[config.mk]
export PLATFORM = sky130hd
export DESIGN_NAME = sram_arbiter
export DESIGN_NICKNAME = d
export VERILOG_FILES = /design/src/rtl/sram_arbiter.sv
export SDC_FILE = /design/constraint.sdc
export NUM_CORES = 1
export LEC_CHECK = 0
export BUFFER_PORTS_ARGS = -buffer_cell sky130_fd_sc_hd__buf_4
export CAP_MARGIN = 20
export CORE_MARGIN = 4
export CORE_UTILIZATION = 48
export CTS_CLUSTER_DIAMETER = 50
export DETAILED_ROUTE_END_ITERATION = 7
export HOLD_SLACK_MARGIN = 0.02
export PLACE_DENSITY = 0.91
export SLEW_MARGIN = 20
export SYNTH_ARGS = -nofsm -noshare
export SYNTH_HDL_FRONTEND = slang
export SYNTH_SLANG_ARGS = --single-unit
[constraint.sdc]
create_clock -name clk -period 3.3 [get_ports clk]
set_clock_uncertainty 0.2 [all_clocks]
set_input_delay 0.33 -clock clk [delete_from_list [all_inputs] [get_ports clk]]
set_output_delay 0.33 -clock clk [all_outputs]
set_load 0.02 [all_outputs]
[src/rtl/sram_arbiter.sv]
// Two-port round-robin arbiter and access sequencer for the
// single-port data SRAM.
// Ports:
//   clk, rst                        - clock, sync active-high reset
//   req/we/addr/wdata 0,1           - requester access inputs
//   ack/err/rdata 0,1               - per-port completion outputs
//   CSram/Direc/Datain/LeerMem/EscrMem, Dataout - SRAM interface
//   busy                            - access in progress
module sram_arbiter #(
  parameter int AW        = 8,
  parameter int DW        = 32,
  parameter int MEM_DEPTH = 32
) (
  input  logic          clk,
  input  logic          rst,
  input  logic          req0,
  input  logic          we0,
  input  logic [AW-1:0] addr0,
  input  logic [DW-1:0] wdata0,
  output logic          ack0,
  output logic          err0,
  output logic [DW-1:0] rdata0,
  input  logic          req1,
  input  logic          we1,
  input  logic [AW-1:0] addr1,
  input  logic [DW-1:0] wdata1,
  output logic          ack1,
  output logic          err1,
  output logic [DW-1:0] rdata1,
  output logic          CSram,
  output logic [AW-1:0] Direc,
  output logic [DW-1:0] Datain,
  output logic          LeerMem,
  output logic          EscrMem,
  input  logic [DW-1:0] Dataout,
  output logic          busy
);

  typedef enum logic [1:0] {
    IDLE,
    ISSUE,
    RESP
  } state_t;

  localparam logic [AW:0] DEPTH_C = (AW+1)'(MEM_DEPTH);

  state_t state;
  state_t state_nx;

  logic          g;
  logic          last_grant;
  logic          we_l;
  logic          err_l;

  logic          gnt_v;
  logic          gnt_p;
  logic          sel_we;
  logic [AW-1:0] sel_addr;
  logic [DW-1:0] sel_wdata;
  logic          sel_err;

  // Grant selection: a tie goes to the port that was not
  // granted last time.
  always_comb begin
    gnt_v     = req0 | req1;
    gnt_p     = (req0 & req1) ? ~last_grant : req1;
    sel_we    = gnt_p ? we1 : we0;
    sel_addr  = gnt_p ? addr1 : addr0;
    sel_wdata = gnt_p ? wdata1 : wdata0;
    sel_err   = {1'b0, sel_addr} >= DEPTH_C;
  end

  always_ff @(posedge clk) begin
    if (rst) state <= IDLE;
    else     state <= state_nx;
  end

  always_comb begin
    state_nx = state;
    CSram    = 1'b0;
    LeerMem  = 1'b0;
    EscrMem  = 1'b0;
    busy     = 1'b1;
    unique case (state)
      IDLE: begin
        busy = 1'b0;
        if (gnt_v) begin
          // Bad addresses skip the SRAM cycle entirely.
          state_nx = sel_err ? RESP : ISSUE;
        end
      end
      ISSUE: begin
        CSram    = 1'b1;
        EscrMem  = we_l;
        LeerMem  = ~we_l;
        state_nx = RESP;
      end
      RESP: begin
        state_nx = IDLE;
      end
      default: begin
        state_nx = IDLE;
      end
    endcase
  end

  always_ff @(posedge clk) begin
    if (rst) begin
      g          <= 1'b0;
      last_grant <= 1'b1;
      we_l       <= 1'b0;
      err_l      <= 1'b0;
      Direc      <= '0;
      Datain     <= '0;
      ack0       <= 1'b0;
      ack1       <= 1'b0;
      err0       <= 1'b0;
      err1       <= 1'b0;
      rdata0     <= '0;
      rdata1     <= '0;
    end else begin
      ack0 <= 1'b0;
      ack1 <= 1'b0;
      err0 <= 1'b0;
      err1 <= 1'b0;
      if (state == IDLE && gnt_v) begin
        g          <= gnt_p;
        last_grant <= gnt_p;
        we_l       <= sel_we;
        err_l      <= sel_err;
        // Address/data lines keep their old value
        // when the access is rejected.
        if (!sel_err) begin
          Direc  <= sel_addr;
          Datain <= sel_wdata;
        end
      end
      if (state == RESP) begin
        if (g) begin
          ack1 <= 1'b1;
          err1 <= err_l;
          if (!we_l && !err_l) rdata1 <= Dataout;
        end else begin
          ack0 <= 1'b1;
          err0 <= err_l;
          if (!we_l && !err_l) rdata0 <= Dataout;
        end
      end
    end
  end

endmodule

==> impl_summary.txt <==
----------------------------------------------------
[Routing]
  First-pass iteration count of the detailed router ... 6
  Wire length per cell ... 20.8 um
  DR vias ... 4,997
  Routed met2 length ... 9390 um
  Met1 layer wirelength in the final routing ... 6510 um
  Wire length on met3 ... 1820 um
  Highest metal layer used by the detailed router ... met4
  Vias per cell ... 5.54
  Iteration-0 DRC Markers ... 338
  Antenna-violating nets left ... 0
  Post-route DRC ... 0
  DRT Wirelength ... 18,800 um

[Global route]
  Number of global-route vias before repair ... 5,374
  Gr ovfl total ... 0
  Global-route total usage across every layer ... 36.2%
  Number of antenna violations at the first check in global routing ... 1
  Global-route wire length before repair ... 28,700 um
  Largest net degree at the start of global routing ... 40

[Run status]
  Run status ... complete, no violations

[Placement]
  Detail Placement HPWL ... 9610 um
  Placed cell count ... 760
  Global placement routability congestion ... 0.832
  Number of port buffers ... 229

[Clock tree]
  Clock root buffer master ... sky130_fd_sc_hd__clkbuf_8
  Count of H-tree levels built during CTS ... 4
  CTS resizes ... 0
  Source-to-sink clock delay at the later pin of the worst-skew pair ... 490 ps
  CTS tree ... yes
  Sinks on Clock Net ... 114
  Clk pin slew, worst setup/hold paths ... 60 ps
  CTS Buf Count ... 17
  Clock tree buffer depth ... 2

[Synth]
  Mean instance size in the synthesized netlist ... 9.27 um2
  Number of flops mapped to enable cells by yosys ... 0
  Gate count of the mapped netlist ... 454
  Number of synthesized register bits ... 114
  Net count after synthesis ... 572
  Combined area of all synthesized cells ... 4210 um2
  Async S/R FF share, synth ... 0%
  Leading register cell type out of synthesis ... sky130_fd_sc_hd__dfxtp_1
  Yosys warnings ... 0
  Distinct cell type count of the synthesized netlist ... 28
  Sequential share of the synthesized area ... 54.2%

[Pwr]
  Static leakage ... 3.31 nW
  Worst-case vdd ir drop ... 0.478 mV
  Overall power consumption ... 0.00370 W
  Power per Cell Area ... 488 nW/um2

[Min path]
  Worst min-delay path startpoint ... we0
  Class of the tightest hold or removal check ... in -> reg

[Timing]
  Final sum of negative setup slack ... 0 ps
  Achievable clock frequency ... 379 MHz
  Worst slew slack as a fraction of its limit ... 52.0%
  WHS ... 52.8 ps
  Hold violation count in the final report ... 0
  Actual transition at the worst max-transition pin ... 720 ps
  Min Tclk post-route ... 2640 ps
  Final slew viol count ... 0
  Setup repair after global routing missed its margin ... false
  Number of setup violations in the final report ... 0
  Share of the clock period used by the worst path ... 79.9%

[Floorplan]
  Die Footprint ... 10,300 um2
  Core footprint ... 8380 um2
  Y dimension of the die ... 102 um
  Initial Util ... 50.2%
  Number of placement rows ... 33
  Die outline width ... 102 um
  I/O pins ... 230

[Final layout]
  Total Nets Final ... 901
  Most used cells in the layout excluding fill and tap cells ... sky130_fd_sc_hd__buf_4 (235), sky130_fd_sc_hd__nand2_1 (130), sky130_fd_sc_hd__dfxtp_1 (114)
  Most common cell after layout, fill and taps aside ... sky130_fd_sc_hd__buf_4
  Number of standard cells in the final layout excluding fillers ... 902
  # fillers ... 337
  Final design utilization ... 90.4%
  Growth of design area from synthesis to finish ... 79.9%
  Share of cells above drive strength 1 ... 34.3%

[Worst setup path]
  Kind of critical path ... in -> reg
  Critical path endpoint category ... flop
  Critical Path Slowest Stage Cell ... sky130_fd_sc_hd__dlygate4sd3_1
  Kind of start point of the critical path ... input port
  Timing startpoint of the critical path ... req0
  Highest net fanout along the worst path ... 39
  Cell-by-cell listing of the critical path ... dlygate4sd3_1 > buf_4 > a21boi_4 > buf_4 > mux2i_1 > dlygate4sd3_1 > o2bb2ai_1
  Arrival time of the worst setup path ... 2800 ps
  Critical R2R Launch ... last_grant
  CP bufs+invs ... 4
  Critical path's largest stage delay ... 600 ps
  Data required time at the worst endpoint ... 3470 ps
  Top Family by Delay on Critical Path ... buffers and inverters

[Job]
  Max capacitance violation total ... 0

----------------------------------------------------
worst min-delay path, cell delays in order:
cell and delay [ps]:
sky130_fd_sc_hd__buf_4 80, sky130_fd_sc_hd__mux2i_1 70, sky130_fd_sc_hd__a211oi_1 220
Yosys cell counts, types with 4 or more instances:
cell type / n / area (um2)
sky130_fd_sc_hd__nor2_1: 5 / 18.8
sky130_fd_sc_hd__dfxtp_1: 114 / 2280
sky130_fd_sc_hd__nor2b_1: 5 / 31.3
sky130_fd_sc_hd__o2bb2ai_1: 37 / 324
sky130_fd_sc_hd__nand2_1: 131 / 492
sky130_fd_sc_hd__buf_4: 4 / 30.0
sky130_fd_sc_hd__and2_1: 6 / 37.5
sky130_fd_sc_hd__clkbuf_1: 15 / 56.3
sky130_fd_sc_hd__a21oi_1: 65 / 325
sky130_fd_sc_hd__mux2i_1: 38 / 380
sky130_fd_sc_hd__buf_2: 13 / 65.1
final cells by class:
cell class	count	area (um2)	area share, %
Clock inverter	12	92.6	1.22
Inverter	2	7.51	0.0991
Tap cell	105	131	1.73
Multi-Input combinational cell	304	1770	23.4
Timing Repair Buffer	344	2860	37.7
Sequential cell	114	2280	30.1
Antenna cell	2	5.00	0.0661
Clock buffer	19	432	5.70
power by group:
| part | leakage, nW | switching [W] | internal (W) |
|---|---|---|---|
| Combinational | 2.13 | 0.000278 | 0.000319 |
| Sequential | 0.924 | 0.0000416 | 0.00143 |
| Clock | 0.259 | 0.000630 | 0.00100 |
final timing paths:
path	to	slack (ps)	cells after the start
hold reg to reg	rdata1[26]	250	2
setup reg to reg	Datain[22]	850	5
hold / removal	we_l	50	3
setup / recovery	Datain[22]	660	7
flip-flops by register name, indices dropped and copies added (netlist names):
signal      count
Datain         32
Direc           8
ack0            1
ack1            1
err0            1
err1            1
err_l           1
g               1
last_grant      1
rdata0         32
rdata1         32
state           2
we_l            1
metrics by stage:
stage / cell area, um2 / setup slack, ps
4_1_cts: 7570 / 829
5_1_grt: 7570 / 634
2_1_floorplan: 4210 / 1560
6_report: 7570 / 663
3_5_place_dp: 5950 / 1060
3_3_place_gp: 5950 / 1170
routing by layer:
metal,up-vias,global-route usage [%]
met5,-,0
met2,388,63.5
met3,92,10.7
li1,2205,-
met1,2312,38.6
met4,0,20.7
what timing repair did:
item | in CTS | in global routing
hold buffers | 109 | 0
endpoints found under the setup margin | 0 | 0
setup buffers | 0 | 0
hold endpoints to repair | 103 | 0
cells by family (layout without fill, tap and decap cells):
kind of cell | Yosys count | after routing | synth area share, %
DFF | 114 | 114 | 54.2
buffers and inverters | 36 | 377 | 4.31
AOI/OAI and AO/OA | 109 | 109 | 16.8
and+or+nand+nor | 156 | 156 | 15.4
other | 0 | 2 | 0
muxes | 39 | 39 | 9.30
(Power assumes the default switching activity.)
